$ cat config.mk
export PLATFORM = sky130hd
export DESIGN_NAME = vga_sync_gen
export DESIGN_NICKNAME = d
export VERILOG_FILES = /design/src/rtl/vga_sync_gen.sv
export SDC_FILE = /design/constraint.sdc
export NUM_CORES = 1
export LEC_CHECK = 0
export ABC_AREA = 1
export BUFFER_PORTS_ARGS = -buffer_cell sky130_fd_sc_hd__buf_2
export CAP_MARGIN = 10
export CORE_ASPECT_RATIO = 0.75
export CORE_MARGIN = 4
export CORE_UTILIZATION = 54
export CTS_CLUSTER_DIAMETER = 150
export DETAILED_ROUTE_END_ITERATION = 10
export GPL_TIMING_DRIVEN = 0
export PLACE_DENSITY = 0.76
export REMOVE_ABC_BUFFERS = 1
export SYNTH_ARGS = -nofsm -noshare
export SYNTH_HDL_FRONTEND = slang
export SYNTH_SLANG_ARGS = --single-unit
$ cat constraint.sdc
create_clock -name CLK -period 1.91 [get_ports CLK]
set_input_delay 0.191 -clock CLK [delete_from_list [all_inputs] [get_ports CLK]]
set_output_delay 0.191 -clock CLK [all_outputs]
set_load 0.01 [all_outputs]
$ cat src/rtl/vga_sync_gen.sv
// VGA raster timing generator.
// Free-running column/row counters plus active-video flags and active-low
// porched sync pulses. All six outputs are registered and describe the same
// pixel position in every cycle.
module vga_sync_gen #(
  parameter int TOTAL_COLS    = 800,
  parameter int TOTAL_ROWS    = 525,
  parameter int ACTIVE_COLS   = 640,
  parameter int ACTIVE_ROWS   = 480,
  parameter int H_FRONT_PORCH = 16,
  parameter int H_SYNC_WIDTH  = 96,
  parameter int V_FRONT_PORCH = 10,
  parameter int V_SYNC_WIDTH  = 2,
  parameter int CNT_W         = 10
) (
  input  logic             CLK,
  input  logic             RST,
  output logic [CNT_W-1:0] o_Col_Count,
  output logic [CNT_W-1:0] o_Row_Count,
  output logic             o_H_Active,
  output logic             o_V_Active,
  output logic             o_H_Sync,
  output logic             o_V_Sync
);

  // Boundaries are held one bit wider than the counters so that a sync
  // window ending exactly at the line/frame total cannot overflow.
  localparam logic [CNT_W:0] COL_LAST   = (CNT_W+1)'(TOTAL_COLS - 1);
  localparam logic [CNT_W:0] ROW_LAST   = (CNT_W+1)'(TOTAL_ROWS - 1);
  localparam logic [CNT_W:0] H_ACT_END  = (CNT_W+1)'(ACTIVE_COLS);
  localparam logic [CNT_W:0] V_ACT_END  = (CNT_W+1)'(ACTIVE_ROWS);
  localparam logic [CNT_W:0] HS_START   = (CNT_W+1)'(ACTIVE_COLS + H_FRONT_PORCH);
  localparam logic [CNT_W:0] HS_END     = (CNT_W+1)'(ACTIVE_COLS + H_FRONT_PORCH + H_SYNC_WIDTH);
  localparam logic [CNT_W:0] VS_START   = (CNT_W+1)'(ACTIVE_ROWS + V_FRONT_PORCH);
  localparam logic [CNT_W:0] VS_END     = (CNT_W+1)'(ACTIVE_ROWS + V_FRONT_PORCH + V_SYNC_WIDTH);

  logic [CNT_W-1:0] col_reg, col_next;
  logic [CNT_W-1:0] row_reg, row_next;
  logic             h_active_reg, h_active_next;
  logic             v_active_reg, v_active_next;
  logic             h_sync_reg, h_sync_next;
  logic             v_sync_reg, v_sync_next;
  logic             col_wrap;
  logic             row_wrap;

  // Next raster position: column advances every clock, row only on column wrap.
  always_comb begin
    col_wrap = ({1'b0, col_reg} == COL_LAST);
    row_wrap = ({1'b0, row_reg} == ROW_LAST);
    col_next = col_wrap ? '0 : col_reg + 1'b1;
    row_next = row_reg;
    if (col_wrap) begin
      row_next = row_wrap ? '0 : row_reg + 1'b1;
    end
  end

  // Decode the next position so flags land in the same cycle as the counts.
  always_comb begin
    h_active_next = ({1'b0, col_next} < H_ACT_END);
    v_active_next = ({1'b0, row_next} < V_ACT_END);
    h_sync_next   = !(({1'b0, col_next} >= HS_START) && ({1'b0, col_next} < HS_END));
    v_sync_next   = !(({1'b0, row_next} >= VS_START) && ({1'b0, row_next} < VS_END));
  end

  // Raster state registers; reset state equals the decode of position 0/0.
  always_ff @(posedge CLK) begin
    if (RST) begin
      col_reg      <= '0;
      row_reg      <= '0;
      h_active_reg <= 1'b1;
      v_active_reg <= 1'b1;
      h_sync_reg   <= 1'b1;
      v_sync_reg   <= 1'b1;
    end else begin
      col_reg      <= col_next;
      row_reg      <= row_next;
      h_active_reg <= h_active_next;
      v_active_reg <= v_active_next;
      h_sync_reg   <= h_sync_next;
      v_sync_reg   <= v_sync_next;
    end
  end

  assign o_Col_Count = col_reg;
  assign o_Row_Count = row_reg;
  assign o_H_Active  = h_active_reg;
  assign o_V_Active  = v_active_reg;
  assign o_H_Sync    = h_sync_reg;
  assign o_V_Sync    = v_sync_reg;

endmodule

=== Word level (Yosys, flattened, before mapping) ===
Cells that the tools add are included.

* Word-level logic and storage cells: 23
* Register bits after elaboration: 24
* Input bits: 2

* Muxes and demuxes: 3
* Add/sub/neg operators: 2
* Reductions and logical operators: 4
* Eq/ne operators: 2
* Order comparisons: 6

{| class="wikitable"
|+ Operators with widths
! operator !! number
|-
| two-way mux 10 bit || 3
|-
| adder 10 x 1 -> 10 bit, second input constant || 2
|-
| == test 10 bit, second input constant || 2
|-
| < comparator 10 bit, second input constant || 2
|-
| < comparator 10 x 9 -> 1 bit, second input constant || 2
|-
| >= comparator 10 bit, second input constant || 1
|-
| >= comparator 10 x 9 -> 1 bit, second input constant || 1
|-
| logical AND 1 bit || 2
|-
| logical NOT 1 bit || 2
|}

=== Depth between registers and ports, before layout ===
* Word-level depth: 6
* Gate-level depth with buffers: 12
* Depth with buffers taken out: 12

=== Worst setup path before layout ===
No wires, ideal clock.

* Kind: register -> register
* From: reg col_reg[0] (netlist: o_Col_Count[0])
* To: reg v_sync_reg (netlist: o_V_Sync)
* Slack: 346 ps
* Buffers on the path: 0
* Cell stages (with the launch flop): 11
* Setup time: 130 ps
* Period minus slack after synthesis: 1564 ps
* Arrival time: 1435 ps
* Path through: dfxtp_1 > ha_1 > nand2_2 > nor2_8 > nand2_4 > nor2_8 > nand2_1 > nand2_1 > nand2_1 > nor2_2 > nand4_1

* Longest elaborated chain between the ends: 5
* Elaborated cells on any way between the ends: 6
* Classes of those cells: order compare: 2; eq/ne: 1; mux: 1; reduce/logical: 2

{| class="wikitable"
|+ Ends and longest elaborated chain
! item !! line !! RTL
|-
| start, declared || 37 || <nowiki>logic [CNT_W-1:0] col_reg, col_next;</nowiki>
|-
| start signal, assigned || 75 || <nowiki>col_reg <= col_next;</nowiki>
|-
| == test 10 bit * || 48 || <nowiki>col_wrap = ({1'b0, col_reg} == COL_LAST);</nowiki>
|-
| two-way mux 10 bit * || 52 || <nowiki>if (col_wrap) begin</nowiki>
|-
| >= comparator 10 x 9 -> 1 bit or < comparator 10 x 9 -> 1 bit (tied branches) || 62 || <nowiki>v_sync_next = !(({1'b0, row_next} >= VS_START) && ({1'b0, row_next} < VS_END));</nowiki>
|-
| logical AND 1 bit * || 62 ||
|-
| logical NOT 1 bit * || 62 ||
|-
| end signal, assigned || 80 || <nowiki>v_sync_reg <= v_sync_next;</nowiki>
|-
| end, declared || 42 || <nowiki>logic v_sync_reg, v_sync_next;</nowiki>
|}

Every way passes the cells marked *; elsewhere a longest branch is shown, timed or not.
A chain may end at the register's enable or synchronous reset.

=== Worst setup path in the final report ===
* From: reg col_reg[1] (netlist: o_Col_Count[1])
* To: reg v_sync_reg (netlist: o_V_Sync)

Same word-level chain as after synthesis.

==> metrics.sh <==
DIE_X_UM=66.7
CRITICAL_PATH_BUF_INV_COUNT=0
REPORT.FINAL.HOLD_VIOL_COUNT=0
DRT-INITIAL-DRC-COUNT=87
ARRIVAL_NS=1.94
LEAKAGEPOWER_nW=0.841
CRITICAL_PATH.MAX_STAGE_DELAY_NS=0.40
HOLD_SLACK_NS=0.228
FINAL_PERIOD_MINUS_WORST_SETUP_SLACK_NS=1.74
FP-ROW-COUNT=15
VDD.IR_DROP.WORST_V=0.000445
SYNTHCELLS=210
SYNTH-SEQ-CELLS=24
POWER.SHARE.SEQUENTIAL_PCT=56.6
SYN-MEAN-INSTANCE-AREA_UM2=6.66
DETAIL_ROUTE.WL_PER_CELL_UM=11.8
FINAL.SETUP_SKEW_NS=0.00475
CELLPOWERDENSITY_mW_PER_MM2=562
LAYOUT_NETS=244
POWER.INTERNAL_mW=0.727
LAYOUT.CELLS.MOST_COMMON_LIST='54 x sky130_fd_sc_hd__nand2_1, 33 x sky130_fd_sc_hd__inv_1, 33 x sky130_fd_sc_hd__nor2_1'
PRE_CTS_WS_NS=0.181
FINAL_MIN_PERIOD_OVER_CLOCK_PERIOD_PCT=91.0
SEQ_AREA_FRAC_SYNTH_PCT=34.4
H-TREE-DEPTH=1
OVERALL_ROUTING_RESOURCE_USAGE_PCT=20.6
AREA_GROWTH_PCT=15.2
FIRST_PASS_GRT_WIRE_LENGTH_MM=5.46
CRITPATHSLOWESTCELL='sky130_fd_sc_hd__dfxtp_1'
CRITPATHTOPFAMILY='simple AND/OR/NAND/NOR gates'
FINALSETUPVIOLCOUNT=0
AVGVIACOUNTPERCELL=5.04
ANT_NETS=0
CTSHOLDBUFFERS=0
FLOORPLAN.INITIALDENSITY_PCT=58.6
TIGHTESTPINTRANSITION_NS=0.306
DETAILED_PLACE_HPWL_MM=2.54
INSERTION_DELAY_NS=0.32
SETUP_REPAIR_AFTER_GLOBAL_ROUTING_MISSED_ITS_MARGIN='no'
NETLIST_AREA_BEFORE_PLACEMENT_MM2=0.00140
DIE_AR_MM2=0.00347
LIBRARY_CELL_WITH_THE_LARGEST_SUMMED_AREA_AFTER_SYNTHESIS='sky130_fd_sc_hd__dfxtp_1'
TIMING.MAX_CAP.VIOLATIONS=0
WORST_PATH_MOST_REPEATED_CELL='sky130_fd_sc_hd__nand2_1'
FINAL-MAX-SLEW-VIOLATION-COUNT=0
FIRST_GLOBAL_VIAS=1223
ANTENNA_FOUND_INITIAL=0
CP_CELL_SEQUENCE='ha_1, nand2_2, nor2_8, nand2_4, nor2_8, nand2_1, nand2_1, nand2_1, nor2_2, nand4_1'
START_KIND='flip-flop'
MAXCLOCKFREQUENCY_MHz=575
CTSLONGESTPATHBUFFERS=2
DIE_HEIGHT_UM=52.1
IO_PINS=26
POWER_SWITCHING_SHARE_PCT=19.7
SYNTH_CELL_TYPES=27
P_SW_mW=0.178
N_ANTENNA_CELL=0
GLOBALROUTEOVERFLOWTOTAL=0
SYNTH.AREA.TOP_CELLS='sky130_fd_sc_hd__dfxtp_1 34%, sky130_fd_sc_hd__nand2_1 15%, sky130_fd_sc_hd__inv_1 8.9%'
WORST-PATH-MAX-FANOUT=9
CTS_ROOT_BUFFER='sky130_fd_sc_hd__clkbuf_4'
COMB_POWER_SHARE_PCT=2.8
CTS_TREE='built'
GP_CONGESTION=0.896
HOLDCRITPATHCLASS='in -> reg'
PLACEMENT.IO_BUFFERS=25
YOSYSWARNINGCOUNT=0
CORE_MM2=0.00238
CLK_TRANSITION_REPORTED_PATHS_NS=0.13
FINAL.SETUP.TNS_NS=0
GRT_START_MAX_NET_PINS=16
FINAL.SETUP.WORST_SLACK_NS=0.171
FINAL_COMMON_CELL='sky130_fd_sc_hd__nand2_1'
POWER_FRAC_CLOCK_PCT=40.6
CTS_BUFFER_COUNT=3
TIMING.SETUP.CRITICAL_PATH_CLASS='reg -> reg'
CRITICAL_PATH_REQUIRED_NS=2.11
END_KIND='flip-flop'
NUM_VIAS=1365
ROUTE.DETAILED.DRC=0
DRT_FIRST_PASS_ITERS=4
SYNTHDOMINANTCELLAREASHARE_PCT=34.4
LAYOUT-DRIVE-GT1-SHARE_PCT=19.8
CLKSINKCOUNT=24
STATUS='finished, final reports clean'
MAX-SLEW-MARGIN-REL_PCT=79.6
ROUTED_WL_MM=3.20
-- kinds of logic after synthesis --
kind of cell,after synthesis,synth area share (%)
adders and majority gates,4,3.58
AOI/OAI and AO/OA,12,6.00
buffers and inverters,35,9.49
DFF,24,34.4
and+or+nand+nor,135,46.6
-- metal layers --
metal	GRT usage, %	vias to the layer above	share of wire [%]
li1	-	720	-
met1	28.8	612	51
met2	31.4	29	43
met3	4.97	4	5.7
met4	5.74	0	0.75
met5	0	-	0
-- worst paths after layout --
| path | from | end | slack (ns) | depth (start not counted) |
|---|---|---|---|---|
| max | o_Col_Count[1] | o_V_Sync | 0.17 | 10 |
| min | RST | o_Row_Count[4] | 0.23 | 2 |
| max reg2reg | o_Col_Count[1] | o_V_Sync | 0.17 | 10 |
| min reg2reg | o_Col_Count[0] | o_Col_Count[0] | 0.46 | 1 |
-- through the flow --
stage | util [%] | instances | total power, mW | cell area (um^2)
floorplan | - | 208 | 0.535 | 1390
global placement | 65.3 | 267 | 0.547 | 1560
detailed placement | 65.3 | 267 | 0.549 | 1560
CTS | 67.5 | 271 | 0.913 | 1610
global route | 67.6 | 271 | 0.944 | 1610
finish | 67.6 | 271 | 0.905 | 1610
-- power by group through the flow --
stage	logic [mW]	clock network, mW	registers (mW)
3_5_place_dp	0.0259	0	0.523
2_1_floorplan	0.00993	0	0.525
6_report	0.0257	0.367	0.512
4_1_cts	0.0262	0.375	0.512
3_3_place_gp	0.0255	0	0.522
5_1_grt	0.0300	0.401	0.513
-- timing repair --
action	in CTS	in global routing
setup buffers	0	0
endpoints found under the setup margin	0	1
resized for setup	0	1
-- flip-flops by register name (all words and copies together) (netlist names) --
register     count
o_V_Sync         1
o_V_Active       1
o_Row_Count     10
o_H_Active       1
o_H_Sync         1
o_Col_Count     10
-- cells in the mapped netlist --
library cell and instances:
sky130_fd_sc_hd__nor4_1 1, sky130_fd_sc_hd__nand2_4 1, sky130_fd_sc_hd__buf_2 1, sky130_fd_sc_hd__dfxtp_1 24
sky130_fd_sc_hd__nor2_2 5, sky130_fd_sc_hd__nand2_2 5, sky130_fd_sc_hd__a21oi_1 2, sky130_fd_sc_hd__inv_1 33
sky130_fd_sc_hd__nand3b_1 1, sky130_fd_sc_hd__nor2_8 2, sky130_fd_sc_hd__nor2_1 33, sky130_fd_sc_hd__nand3_4 1
sky130_fd_sc_hd__o31ai_2 1, sky130_fd_sc_hd__ha_1 4, sky130_fd_sc_hd__o21ai_2 1, sky130_fd_sc_hd__o21bai_1 3
sky130_fd_sc_hd__clkbuf_1 1, sky130_fd_sc_hd__nor3b_1 1, sky130_fd_sc_hd__nand4_1 9, sky130_fd_sc_hd__nor3_1 2
sky130_fd_sc_hd__o21ai_1 1, sky130_fd_sc_hd__nand3_1 19, sky130_fd_sc_hd__o21ai_0 2, sky130_fd_sc_hd__nand2_1 54
sky130_fd_sc_hd__o211ai_1 1, sky130_fd_sc_hd__nand3_2 1, sky130_fd_sc_hd__a211oi_1 1
-- final cells by class --
class	count	area [um^2]
Clock buffer	3	22.5
Clock inverter	1	30.0
Fill cell	232	773
Inverter	33	124
Multi-Input combinational cell	151	785
Sequential cell	24	482
Tap cell	34	42.5
Timing Repair Buffer	25	125
Note: power is estimated with default switching activity, not from simulation.
